`src/rtl/serial_rx_lanes.sv`:
```
// Serial receiver: finds comma alignment in a 1-bit stream, locks after LOCK_COUNT
// aligned commas, then deals data symbols round-robin onto LANES output lanes.
// Optional macro SERIAL_RX_LOSS_DETECT_EN adds a MAX_RUN data-run watchdog with lock_lost.
module serial_rx_lanes #(
    parameter int                 WIDTH      = 8,
    parameter int                 LANES      = 4,
    parameter logic [WIDTH-1:0]   COMMA      = WIDTH'(8'hBC),
    parameter int                 LOCK_COUNT = 4,
    parameter int                 MAX_RUN    = 64
) (
    input  logic                     clk_32f,
    input  logic                     reset,
    input  logic                     data_in,
    output logic [LANES*WIDTH-1:0]   lane_data,
    output logic [LANES-1:0]         lane_valid,
    output logic                     active,
    output logic                     lock_lost,
    output logic [1:0]               state_dbg
);

    // Output protocol: lane_valid[i] is a one-cycle strobe with no back-pressure.
    // lane_data[i] is valid while lane_valid[i] is high and holds until lane i strobes again.

    localparam int BW = $clog2(WIDTH);
    localparam int PW = (LANES > 1) ? $clog2(LANES) : 1;

    typedef enum logic [1:0] {
        SEARCH = 2'd0,
        SYNC   = 2'd1,
        ACTIVE = 2'd2
    } state_t;

    state_t            state;
    logic [WIDTH-1:0]  sr;
    logic [BW-1:0]     bit_cnt;
    logic [3:0]        comma_cnt;
    logic [PW-1:0]     ptr;
    logic              boundary;
    logic              is_comma;
    logic [BW-1:0]     bit_cnt_next;
    logic [PW-1:0]     ptr_next;

`ifdef SERIAL_RX_LOSS_DETECT_EN
    localparam int RW = $clog2(MAX_RUN + 1);
    logic [RW-1:0]     run_cnt;
`else
    assign lock_lost = 1'b0;
`endif

    // sr holds a complete symbol in the cycle where bit_cnt reaches WIDTH-1.
    assign boundary     = (bit_cnt == BW'(WIDTH - 1));
    assign is_comma     = (sr == COMMA);
    assign bit_cnt_next = boundary ? '0 : bit_cnt + 1'b1;
    assign ptr_next     = (ptr == PW'(LANES - 1)) ? '0 : ptr + 1'b1;
    assign state_dbg    = state;

    always_ff @(posedge clk_32f) begin
        if (reset) begin
            state      <= SEARCH;
            sr         <= '0;
            bit_cnt    <= '0;
            comma_cnt  <= '0;
            ptr        <= '0;
            lane_data  <= '0;
            lane_valid <= '0;
            active     <= 1'b0;
`ifdef SERIAL_RX_LOSS_DETECT_EN
            run_cnt    <= '0;
            lock_lost  <= 1'b0;
`endif
        end else begin
            sr         <= {sr[WIDTH-2:0], data_in};
            lane_valid <= '0;
`ifdef SERIAL_RX_LOSS_DETECT_EN
            lock_lost  <= 1'b0;
`endif
            case (state)
                SEARCH: begin
                    bit_cnt <= '0;
                    if (is_comma) begin
                        comma_cnt <= 4'd1;
                        if (LOCK_COUNT == 1) begin
                            state  <= ACTIVE;
                            active <= 1'b1;
                        end else begin
                            state <= SYNC;
                        end
                    end
                end

                SYNC: begin
                    bit_cnt <= bit_cnt_next;
                    if (boundary) begin
                        if (is_comma) begin
                            comma_cnt <= comma_cnt + 4'd1;
                            if (comma_cnt == 4'(LOCK_COUNT - 1)) begin
                                state  <= ACTIVE;
                                active <= 1'b1;
                            end
                        end else begin
                            state     <= SEARCH;
                            comma_cnt <= '0;
                        end
                    end
                end

                ACTIVE: begin
                    bit_cnt <= bit_cnt_next;
                    if (boundary) begin
                        if (is_comma) begin
                            ptr <= '0;
`ifdef SERIAL_RX_LOSS_DETECT_EN
                            run_cnt <= '0;
`endif
                        end else begin
`ifdef SERIAL_RX_LOSS_DETECT_EN
                            // A symbol that would push the run past MAX_RUN is dropped, not delivered.
                            if (run_cnt == RW'(MAX_RUN)) begin
                                state     <= SEARCH;
                                active    <= 1'b0;
                                lock_lost <= 1'b1;
                                ptr       <= '0;
                                comma_cnt <= '0;
                                run_cnt   <= '0;
                            end else begin
                                lane_data[int'(ptr)*WIDTH +: WIDTH] <= sr;
                                lane_valid[ptr]                      <= 1'b1;
                                ptr                                  <= ptr_next;
                                run_cnt                              <= run_cnt + 1'b1;
                            end
`else
                            lane_data[int'(ptr)*WIDTH +: WIDTH] <= sr;
                            lane_valid[ptr]                      <= 1'b1;
                            ptr                                  <= ptr_next;
`endif
                        end
                    end
                end

                default: begin
                    state  <= SEARCH;
                    active <= 1'b0;
                end
            endcase
        end
    end

endmodule

```
`config.mk`:
```
export PLATFORM = sky130hd
export DESIGN_NAME = serial_rx_lanes
export DESIGN_NICKNAME = d
export VERILOG_FILES = /design/src/rtl/serial_rx_lanes.sv
export SDC_FILE = /design/constraint.sdc
export NUM_CORES = 1
export LEC_CHECK = 0
export ABC_AREA = 1
export CAP_MARGIN = 20
export CORE_MARGIN = 4
export CORE_UTILIZATION = 53
export DETAILED_ROUTE_END_ITERATION = 10
export HOLD_SLACK_MARGIN = 0.05
export PLACE_DENSITY = 0.8
export SYNTH_ARGS = -nofsm -noshare
export SYNTH_HDL_FRONTEND = slang
export SYNTH_SLANG_ARGS = --single-unit
```
`constraint.sdc`:
```
create_clock -name clk_32f -period 2.1 [get_ports clk_32f]
set_input_delay 0.42 -clock clk_32f [delete_from_list [all_inputs] [get_ports clk_32f]]
set_output_delay 0.42 -clock clk_32f [all_outputs]
set_load 0.005 [all_outputs]
```
**After elaboration in Yosys (flattened, before gate mapping)**

Index checks and enable logic that the tools add are counted.

- Register bits: 56
- Bits of input ports: 3
- Output and inout bits: 40
- Word-level logic and storage cells: 63

- Add/subtract/negate cells: 4
- Order comparisons: 2
- Reductions and logical operators: 12
- Eq/ne operators: 11
- Mux-type cells: 20
- Bitwise operators: 4
- Shift operators: 2

Operators by type and width:

| operator | number |
|---|---|
| $neg A5 Y33 | 1 |
| $shift A8 B33 Y32 const A | 1 |
| $shiftx A8 B33 Y32 | 1 |
| $bwmux W32 | 1 |
| $mux W2 | 6 |
| $mux W4 | 3 |
| $eq A8 B8 Y1 const B | 1 |
| $ne A2 B2 Y1 const B | 4 |
| $pmux W4 S2 | 1 |
| $reduce_and A4 Y1 | 2 |
| $pmux W2 S3 | 1 |
| $pmux W3 S2 | 1 |
| $reduce_and A3 Y1 | 2 |
| $add A4 B1 Y4 const B | 1 |
| $eq A2 B2 Y1 const B | 2 |
| $eq A4 B2 Y1 const B | 1 |
| $mux W1 | 4 |
| $not A1 Y1 | 4 |
| $reduce_bool A2 Y1 | 2 |
| $reduce_or A2 Y1 | 2 |
| $reduce_or A4 Y1 | 1 |
| $add A3 B1 Y3 const B | 1 |
| $eq A3 B3 Y1 const B | 1 |
| $lt A2 B3 Y1 const B | 1 |
| 10 further kinds | 10 |

**Logic depth before layout (Yosys ltp)**

Gate-level depths: netlist of run 1.

- Depth after elaboration: 5
- Depth in mapped cells: 10
- Depth with buffers taken out: 9

**Least setup slack after synthesis of run 1**

Ideal clock, no wire load.

- Path kind: reg2reg
- Start: register ptr[0]
- End: register lane_data[18]
- Path buffers: 2
- Period minus slack after synthesis: 1.807 ns
- Path slack: 0.293 ns
- Data arrival time: 1.742 ns
- Library setup time: 0.065 ns
- Data required time: 2.035 ns
- Stages on the path, launching flop included: 11
- Cells stage by stage: dfxtp_1 buf_2 inv_1 ha_1 clkbuf_2 inv_1 nor2_1 inv_1 nor3_1 nor2_1 nor2_1

- Cells in the longest elaborated chain, start to end: 3
- Elaborated cells on any way between the ends: 4
- Classes of those cells: add/sub (1); shift (2); mux (1)

Ends and longest elaborated chain:

| item | line | source |
|---|---|---|
| start: declaration | 37 | `logic [PW-1:0] ptr;` |
| start signal: assignment | 134 | `ptr <= ptr_next;` |
| $neg A5 Y33 * | 132 | `lane_data[int'(ptr)*WIDTH +: WIDTH] <= sr;` |
| $shiftx A8 B33 Y32 / $shift A8 B33 Y32 (equally long branches) | 132 |  |
| $bwmux W32 * | 132 |  |
| end signal: indexed assignment | 132 |  |
| end: declaration | 14 | `output logic [LANES*WIDTH-1:0] lane_data,` |

Mark *: on every way between the ends. The rest lies on a longest branch, timed or not.
A chain may end at the register's enable or synchronous reset.

**Final worst setup path of run 1**

- Start: register ptr[1]
- End: register lane_data[17]

The elaborated chain is that of the path after synthesis.

==> reports/qor.yml, run 1 <==
status:
  outcome: "completed"
setup_path:
  arrival_ps: 2110
  rr_endpoint: "lane_data[17]"
  rr_startpoint: "ptr[1]"
  reg2reg_depth: 8
  r2r_slack_ps: 240
  worst_setup_path_end_kind: "flip-flop"
  worst-path-max-fanout: 8
  start_kind: "flip-flop"
  cp_data_required_time_ps: 2360
  critical_path_class: "reg2reg"
logic_synthesis:
  yosys_warnings: 0
  ys_seq_area_share_pct: 43.4
  yosysTopAreaCell: "dfxtp_1"
  synth_xor_area_share_pct: 0.339
  synth-simple-area-share_pct: 29.8
  synth_cell_types: 29
  syn_nets: 370
  synth.area.mux_share_pct: 0
  synth_compound_area_share_pct: 9.69
  synth_top_area_share_pct: 43.4
  ys_top_cells_by_area: "dfxtp_1 (43%), nor2_1 (8.9%), nand2_1 (8.7%), ha_1 (7.3%), inv_1 (6.0%)"
  synth_top_family_by_area: "simple AND/OR/NAND/NOR gates"
  synthCells: 352
  synth_fa_ha_area_share_pct: 7.27
  ys_ff_latch: 56
  syn-cell-area_um2: 2580
  avgSynthCellArea_um2: 7.33
finish:
  finalNetCount: 410
  drive_gt1_share_pct: 6.87
  final_util_pct: 66.4
  antennaDiodeCount: 0
  fin_cells: 460
  fill_cells: 407
  areaGrowthSynthToFinish_pct: 21.5
clocking:
  cts.sinks: 56
  cts_tree: "done"
  clk_latency_ps: 310
  cts_root_buf: "clkbuf_8"
  cts_hold_buf: 0
  clk_pin_slew_worst_paths_ps: 100
  cts_htree_levels: 2
  cts_buffers: 5
  clock_path_buffers: 2
global_routing:
  grt_pass1_vias: 2125
  grt.overflow.total: 0
  grt_util_all_layers_pct: 19.3
  grt_max_degree: 27
  antenna_found_initial: 0
  grt_pass1_wl_mm: 9.54
placement:
  placed_cells: 452
  dp_hpwl_mm: 4.14
  port_buffers: 41
  gp_congestion: 0.874
  pre_cts_ws_ps: 246
min_path:
  min_from: "lane_data[23]"
  min_to: "lane_data[23]"
  hold_depth: 2
  worstHoldPathType: "reg2reg"
die:
  die-area_um2: 6050
  io-pin-count: 43
  coreArea_um2: 4720
  initial_core_util_pct: 54.6
  die_w_um: 77.8
  std_cell_rows: 25
  fp.dieH_um: 77.8
sta:
  drv_slew: 0
  hold_viol_final: 0
  fmax_ghz: 0.539
  setup-violations-final: 0
  slew_headroom_pct: 66.2
  finalCriticalPeriod_ps: 1860
  finalSetupTns_ps: 0
  worst_slack_ps: 245
  tightest_slew_ps: 504
  fin_crit_sh_pct: 88.4
  skew_ps: 5.54
  rsz0062_at_grt: "no"
pwr:
  p_clk_share_pct: 26.4
  intPower_mw: 1.61
  p_sw_mw: 0.715
  power_leakage_nw: 1.27
  finalPower_mw: 2.32
  p_seq_share_pct: 50.8
  max-vdd-ir-drop_uv: 405
  switching_share_pct: 30.8
  powerDensity_nw_per_um2: 740
  comb_power_share_pct: 22.9
drt:
  postRouteWirelength_mm: 5.57
  top_layer_used: "met4"
  dr_total_vias: 2280
  route.met3.wl_um: 289
  routedWlPerCell_um: 12.1
  dr_wl_met2_mm: 2.61
  viasPerCell: 4.96
  drtPass1Iterations: 4
  postRouteAntennaNets: 0
  drc_errors: 0
  first_iter_violations: 111
  m1WireLength_mm: 2.59
flow_run:
  max_cap_violations: 0
[power groups by stage]
stage | registers (mW) | logic [mW] | clock network [mW]
after global routing | 1.18 | 0.589 | 0.674
after CTS | 1.18 | 0.529 | 0.623
after global placement | 1.20 | 0.500 | 0
final | 1.18 | 0.531 | 0.612
after floorplan | 1.19 | 0.377 | 0
after detailed placement | 1.20 | 0.524 | 0
[timing repair]
action,in CTS,in global routing
endpoints found under the setup margin,0,2
buffers inserted,0,0
gates resized for setup,0,1
[per-layer routing]
layer  GRT usage (%)  vias to the layer above
li1                -                     1180
met1            25.7                     1022
met2            30.6                       69
met3            4.41                        9
met4            6.58                        0
met5               0                        -
[placed cells by master, fill, tap and decap left out, types with 2 or more instances in the layout]
| master | n |
|---|---|
| clkbuf_8 | 6 |
| a21oi_1 | 28 |
| inv_2 | 3 |
| nand3_1 | 30 |
| nand2_1 | 60 |
| buf_4 | 4 |
| inv_1 | 41 |
| nor2_4 | 5 |
| nand2_2 | 2 |
| ha_1 | 15 |
| or2_2 | 2 |
| nor3_1 | 8 |
| nor2_1 | 60 |
| dfxtp_1 | 56 |
| clkdlybuf4s50_1 | 41 |
| o21ai_0 | 19 |
[cells by family (layout without fill, tap and decap cells)]
kind of cell | after synthesis | count (layout)
other | 1 | 1
AO/OA/AOI/OAI | 49 | 49
adder cells (fa/ha/maj) | 15 | 15
XOR/XNOR | 1 | 1
buffers and inverters | 58 | 99
AND/OR/NAND/NOR | 172 | 172
flip-flops | 56 | 56
[synthesized netlist by cell type]
cell type,count
nor2_1,61
nand2_1,60
dfxtp_1,56
inv_1,41
nand3_1,30
a21oi_1,28
o21ai_0,19
ha_1,15
nor3_1,8
nor2_4,5
buf_2,4
buf_1,3
inv_2,3
buf_4,2
nand2_2,2
or2_2,2
buf_6,1
clkbuf_1,1
clkbuf_2,1
clkinv_1,1
clkinv_2,1
conb_1,1
nand2_4,1
nand2_8,1
nand4_1,1
o21a_1,1
o21bai_1,1
or2_0,1
xor2_1,1
[flip-flops by register name (all words and copies together) (netlist names)]
signal      cells
active          1
lane_data      32
bit_cnt         3
sr              8
state_dbg       2
ptr             2
comma_cnt       4
lane_valid      4
[per-stage QoR]
stage,hold slack (ps),area [um^2]
after global placement,439,3040
after floorplan,426,2580
final,460,3140
after global routing,475,3140
after CTS,454,3130
after detailed placement,439,3040
[area by class of cell]
cell class / instances / area [um^2] / area share, %
Multi-Input combinational cell: 238 / 1220 / 39.0
Sequential cell: 56 / 1120 / 35.8
Timing Repair Buffer: 45 / 440 / 14.0
Inverter: 46 / 174 / 5.55
Clock buffer: 7 / 86.3 / 2.75
Tap cell: 67 / 83.8 / 2.67
Clock inverter: 1 / 7.51 / 0.239
[worst max-delay path, stage by stage (launching register included)]
cell	delay (ps)
dfxtp_1	420
inv_1	130
ha_1	430
inv_1	180
nor2_1	280
nand3_1	120
nand2_1	80
o21ai_0	70
nor2_1	90
[worst max path at each step]
stage                     cells after the start            end         start
after detailed placement                      8  lane_data[18]        ptr[1]
after global routing                          8  lane_data[17]        ptr[1]
after global placement                        9   lane_data[1]  state_dbg[0]
after floorplan                              10  lane_data[18]        ptr[0]
final                                         8  lane_data[17]        ptr[1]
after CTS                                     8  lane_data[18]        ptr[1]
No activity file was read; power rests on OpenSTA's default activity.
==> run 2, diff against run 1 <==
--- a/config.mk
+++ b/config.mk
@@ -8,10 +8,11 @@
 export ABC_AREA = 1
 export CAP_MARGIN = 20
 export CORE_MARGIN = 4
-export CORE_UTILIZATION = 53
+export CORE_UTILIZATION = 60
 export DETAILED_ROUTE_END_ITERATION = 10
+export DONT_BUFFER_PORTS = 1
 export HOLD_SLACK_MARGIN = 0.05
-export PLACE_DENSITY = 0.8
+export PLACE_DENSITY = 0.76
 export SYNTH_ARGS = -nofsm -noshare
 export SYNTH_HDL_FRONTEND = slang
 export SYNTH_SLANG_ARGS = --single-unit
==> run 2 against run 1 <==
  * Fmax is 2.3% higher
  * Routed wire length is 7.1% lower
  * Cell count is 13% lower
  * Design area is 14% lower
  * Die area is 10% lower
==> reports/qor.yml, run 2 (synthesis gave the netlist of run 1 again) <==
setup_path:
  start_kind: "flip-flop"
  endpoint: "lane_data[10]"
  crit_start: "state_dbg[0]"
  path_cells: "inv_1 -> ha_1 -> nand2_1 -> inv_1 -> nand2_8 -> nor2_1 -> inv_2 -> a21oi_1 -> nor2_1"
  cp_data_required_time_ps: 2300  # -60 ps
  critPathMaxStageDelay_ps: 370  # -60 ps
  rr_endpoint: "lane_data[10]"
  cp.depth: 9  # +1
  arrival_ps: 2010  # -100 ps
  critical-path-slowest-cell: "dfxtp_1"
  crit_family: "simple AND/OR/NAND/NOR gates"
  reg2reg_depth: 9  # +1
  rr_startpoint: "state_dbg[0]"
  worst-path-max-fanout: 8  # unchanged
  worst_setup_path_end_kind: "flip-flop"
  critical_path_class: "reg2reg"
  cp.buffers_inverters: 3  # +1
  r2r_slack_ps: 290  # +40 ps
finish:
  finalNetCount: 369  # -10%
  layout_common_cells: "nor2_1 (61), nand2_1 (60), dfxtp_1 (56)"
  drive_gt1_share_pct: 7.41  # +0.54 points
  areaGrowthSynthToFinish_pct: 4.75
  antennaDiodeCount: 0  # unchanged
  fill_cells: 378  # -7.1%
  largest_reg_flops: 32  # unchanged
  layout_commonest_cell: "nor2_1"
  regMostFlops: "lane_data"
  reg_top3: "lane_data: 32 flops, sr: 8 flops"
die:
  coreArea_um2: 4090  # -13%
  std_cell_rows: 23  # -8.0%
  io-pin-count: 43  # unchanged
  die_w_um: 73.6  # -5.4%
  die-area_um2: 5420  # -10%
  fp.dieH_um: 73.6  # -5.4%
  initial_core_util_pct: 63.2  # +8.5 points
clocking:
  ctsResizeCount: 0  # unchanged
  cts.sinks: 56  # unchanged
  clk_pin_slew_worst_paths_ps: 90  # about the same
  cts_tree: "done"
  cts_buffers: 5  # unchanged
  clk_latency_ps: 300  # about the same
  postCtsSetupBuffers: 0  # unchanged
  cts_hold_buf: 0  # unchanged
  clock_path_buffers: 2  # unchanged
  cts_root_buf: "clkbuf_8"
  cts_htree_levels: 2  # unchanged
pwr:
  finalPower_mw: 2.24  # -3.3%
  power_leakage_nw: 1.14  # -10%
  max-vdd-ir-drop_uv: 484  # +20%
  powerDensity_nw_per_um2: 830  # +12%
drt:
  routedWlPerCell_um: 12.9  # +6.6%
  first_iter_violations: 167  # +50%
  postRouteAntennaNets: 0  # unchanged
  postRouteWirelength_mm: 5.18  # -7.1%
  drc_errors: 0  # unchanged
  drtPass1Iterations: 5  # +1
  viasPerCell: 5.27  # +6.3%
  dr_total_vias: 2112  # -7.4%
global_routing:
  antenna_found_initial: 0  # unchanged
  grt.overflow.total: 0  # unchanged
  grt_pass1_vias: 1926  # -9.4%
  grt_max_degree: 29  # +7.4%
  grt_util_all_layers_pct: 21.1  # +1.9 points
  grt_pass1_wl_mm: 8.84  # -7.3%
min_path:
  worstHoldPathType: "in2reg"
  hold_depth: 1  # -1
sta:
  setup-violations-final: 0  # unchanged
  slew_headroom_pct: 55.0  # -11 points
  tightest_slew_ps: 674  # +170 ps
  rsz0062_at_grt: "no"
  fmax_ghz: 0.551  # +2.3%
  drv_slew: 0  # unchanged
  finalCriticalPeriod_ps: 1810  # -41.8 ps
  skew_ps: 5.54  # -0.00528 ps
  fin_crit_sh_pct: 86.4  # -2.0 points
  hold_viol_final: 0  # unchanged
  finalSetupTns_ps: 0  # unchanged
placement:
  gp_congestion: 0.860  # -1.6%
  dp_hpwl_mm: 3.81  # -8.0%
  port_buffers: 0  # -100%
status:
  outcome: "completed"
flow_run:
  max_cap_violations: 0  # unchanged
-- run 2: layout make-up --
class	count	area [um^2]	share of cell area [%]
Clock buffer	7	96.3	3.56
Inverter	46	174	6.43
Multi-Input combinational cell	238	1220	45.1
Sequential cell	56	1120	41.5
Tap cell	50	62.6	2.31
Timing Repair Buffer	4	30.0	1.11
-- run 2: through the flow --
| stage | instances | hold slack [ps] | instance area (um^2) | setup WS [ps] | util (%) |
|---|---|---|---|---|---|
| 6_report | 401 | 175 | 2700 | 286 | 66.2 |
| 5_1_grt | 401 | 145 | 2700 | 90.8 | 66.2 |
| 4_1_cts | 401 | 156 | 2700 | 310 | 66.2 |
| 3_5_place_dp | 394 | 447 | 2610 | 342 | 63.8 |
| 3_3_place_gp | 394 | 445 | 2610 | 350 | 63.8 |
| 2_1_floorplan | 352 | 426 | 2580 | 293 | - |
-- run 2: worst min-delay path by stage --
stage | start | endpoint
6_report | reset | lane_data[31]
5_1_grt | reset | lane_data[15]
4_1_cts | reset | lane_data[11]
3_5_place_dp | sr[6] | sr[7]
3_3_place_gp | sr[6] | sr[7]
2_1_floorplan | sr[6] | sr[7]
-- run 2: metal layers --
metal	part of all wire [%]	global-route usage, %	vias up
met5	0	0	-
met4	1.8	7.44	0
met3	7.0	5.88	6
met2	43	31.9	58
met1	48	28.9	946
li1	-	-	1102
-- run 2: power by group --
group | total, mW | internal (mW) | switching, mW
Clock | 0.619 | 0.294 | 0.324
Combinational | 0.445 | 0.170 | 0.274
Sequential | 1.18 | 1.12 | 0.0571
==> run 3, diff against run 2 <==
--- a/config.mk
+++ b/config.mk
@@ -8,11 +8,10 @@
 export ABC_AREA = 1
 export CAP_MARGIN = 20
 export CORE_MARGIN = 4
-export CORE_UTILIZATION = 60
+export CORE_UTILIZATION = 25
 export DETAILED_ROUTE_END_ITERATION = 10
 export DONT_BUFFER_PORTS = 1
 export HOLD_SLACK_MARGIN = 0.05
-export PLACE_DENSITY = 0.76
 export SYNTH_ARGS = -nofsm -noshare
 export SYNTH_HDL_FRONTEND = slang
 export SYNTH_SLANG_ARGS = --single-unit
==> constraint.sdc (replaced) <==
create_clock -name clk_32f -period 1.8 [get_ports clk_32f]
set_input_delay 0.36 -clock clk_32f [delete_from_list [all_inputs] [get_ports clk_32f]]
set_output_delay 0.36 -clock clk_32f [all_outputs]
set_load 0.005 [all_outputs]
==> run 3 against run 2 <==
  * Routed wire length grew 16%
  * Sequential share of layout area shrank 3.0 points
  * Clock skew grew 6.1 ps
  * Non-clock buffer count grew 9
  * Setup slack lost 110 ps
  * Count of clock-buffer cells in the layout is the same
  * Die area grew 120%
  * Hold slack lost 68 ps
  * Core utilization shrank 37 points
  * Critical path depth shrank 1
  * Register-to-register slack lost 110 ps
==> reports/qor.yml, run 3 (synthesis gave the netlist of run 1 again) <==
status:
  outcome: "completed"
clocking:
  cts_buffers: 5  # unchanged
  cts_htree_levels: 2  # unchanged
  cts_tree: "done"
  clk_latency_ps: 310  # about the same
  cts_hold_buf: 0  # unchanged
  clock_path_buffers: 2  # unchanged
  clk_pin_slew_worst_paths_ps: 100  # about the same
  cts.sinks: 56  # unchanged
  cts_root_buf: "clkbuf_8"
setup_path:
  start_kind: "flip-flop"
  critical_path_class: "reg2reg"
  worst_setup_path_end_kind: "flip-flop"
  critical-path-slowest-cell: "dfxtp_1"
  path_cells: "buf_4 -> ha_1 -> nand2_1 -> inv_1 -> a21oi_1 -> nand3_1 -> nand2_1 -> nor2_1"
  crit_family: "simple AND/OR/NAND/NOR gates"
  reg2reg_depth: 8  # -1
  arrival_ps: 1830  # -180 ps
  cp.buffers_inverters: 2  # -1
  cp_data_required_time_ps: 2000  # -300 ps
  worst_path_most_repeated_cell: "nand2_1"
  worst-path-max-fanout: 8  # unchanged
  critPathMaxStageDelay_ps: 320  # -50 ps
  cp.depth: 8  # -1
drt:
  postRouteAntennaNets: 0  # unchanged
  drtPass1Iterations: 4  # -1
  dr_total_vias: 2152  # +1.9%
  routedWlPerCell_um: 12.2  # -5.6%
  first_iter_violations: 156  # -6.6%
  postRouteWirelength_mm: 6.02  # +16%
  drc_errors: 0  # unchanged
  viasPerCell: 4.36  # -17%
global_routing:
  antenna_found_initial: 0  # unchanged
  grt_util_all_layers_pct: 10.5  # -11 points
  grt_pass1_vias: 2092  # +8.6%
  grt.overflow.total: 0  # unchanged
  grt_pass1_wl_mm: 10.1  # +14%
  grt_max_degree: 29  # unchanged
pwr:
  powerDensity_nw_per_um2: 965  # +16%
  power_leakage_nw: 1.19  # +4.9%
  max-vdd-ir-drop_uv: 326  # -33%
sta:
  drv_slew: 0  # unchanged
  fmax_ghz: 0.614  # +11%
  slew_headroom_pct: 57.6  # +2.6 points
  skew_ps: 11.6  # +6.09 ps
  tightest_slew_ps: 635  # -38.9 ps
  rsz0062_at_grt: "no"
  setup-violations-final: 0  # unchanged
  hold_viol_final: 0  # unchanged
  fin_crit_sh_pct: 90.5  # +4.1 points
  finalCriticalPeriod_ps: 1630  # -185 ps
  finalSetupTns_ps: 0  # unchanged
placement:
  gp_congestion: 0.861  # +0.10%
  dp_hpwl_mm: 4.63  # +21%
  port_buffers: 0  # unchanged
finish:
  final_util_pct: 29.5  # -37 points
  finalNetCount: 378  # +2.4%
  drive_gt1_share_pct: 12.2  # +4.8 points
  areaGrowthSynthToFinish_pct: 13.2
  largest_reg_flops: 32  # unchanged
  layout_common_cells: "nand2_1 (60), nor2_1 (58), dfxtp_1 (55)"
  antennaDiodeCount: 0  # unchanged
  layout_commonest_cell: "nand2_1"
  fill_cells: 1094  # +190%
  regMostFlops: "lane_data"
  reg_top3: "lane_data: 32 flops, sr: 8 flops"
die:
  coreArea_um2: 9910  # +140%
  die_w_um: 110  # +49%
  die-area_um2: 12000  # +120%
  io-pin-count: 43  # unchanged
  std_cell_rows: 36  # +57%
  fp.dieH_um: 110  # +49%
  initial_core_util_pct: 26.0  # -37 points
min_path:
  hold_depth: 1  # unchanged
  worstHoldPathType: "in2reg"
flow_run:
  max_cap_violations: 0  # unchanged
-- run 3: changes by cell type in the layout (fill, tap and decap cells not counted), moves of 2 or more --
cell    change
nor2_1      -3
inv_1       -2
nor2_2      +3
inv_2       +2
buf_4       +9
-- run 3: final timing paths --
path	startpoint	to	slack, ps
setup / recovery	state_dbg[0]	state_dbg[0]	170
setup reg to reg	state_dbg[0]	state_dbg[0]	170
hold / removal	reset	lane_data[20]	110
hold reg to reg	sr[6]	sr[7]	460
-- run 3: through the flow --
step	hold WS, ps	setup WS (ps)	area [um^2]	instances	total power [mW]
finish	107	171	2920	494	2.82
global route	84.0	8.97	2920	494	3.00
CTS	97.0	28.8	2890	492	2.85
detailed placement	437	44.0	2770	484	1.95
global placement	436	100	2770	484	1.94
floorplan	426	33.9	2580	352	1.83
-- run 3: report_power, final --
part           internal [mW]  switching, mW  leakage [nW]
clock network          0.491          0.400        0.0645
registers               1.31         0.0580         0.453
logic                  0.215          0.342         0.675
-- run 3: metal layers --
metal | wire (um) | GRT usage [%]
met1 | 2690 | 13.2
met2 | 2690 | 16.7
met3 | 563 | 4.35
met4 | 73 | 2.67
met5 | 0 | 0
-- run 3: layout make-up --
cell class                 count  area (um^2)  share of cell area [%]
multi-input combinational    238         1230                    42.3
sequential                    56         1120                    38.4
inverter                      46          174                    5.95
tap                          133          166                    5.70
timing repair buffer          13         97.6                    3.34
clock buffer                   7         96.3                    3.30
clock inverter                 1         30.0                    1.03
-- run 3: timing repair --
action,4_1_cts,5_1_grt
endpoints found under the setup margin,0,33
setup buffers,0,2
resized for setup,0,7
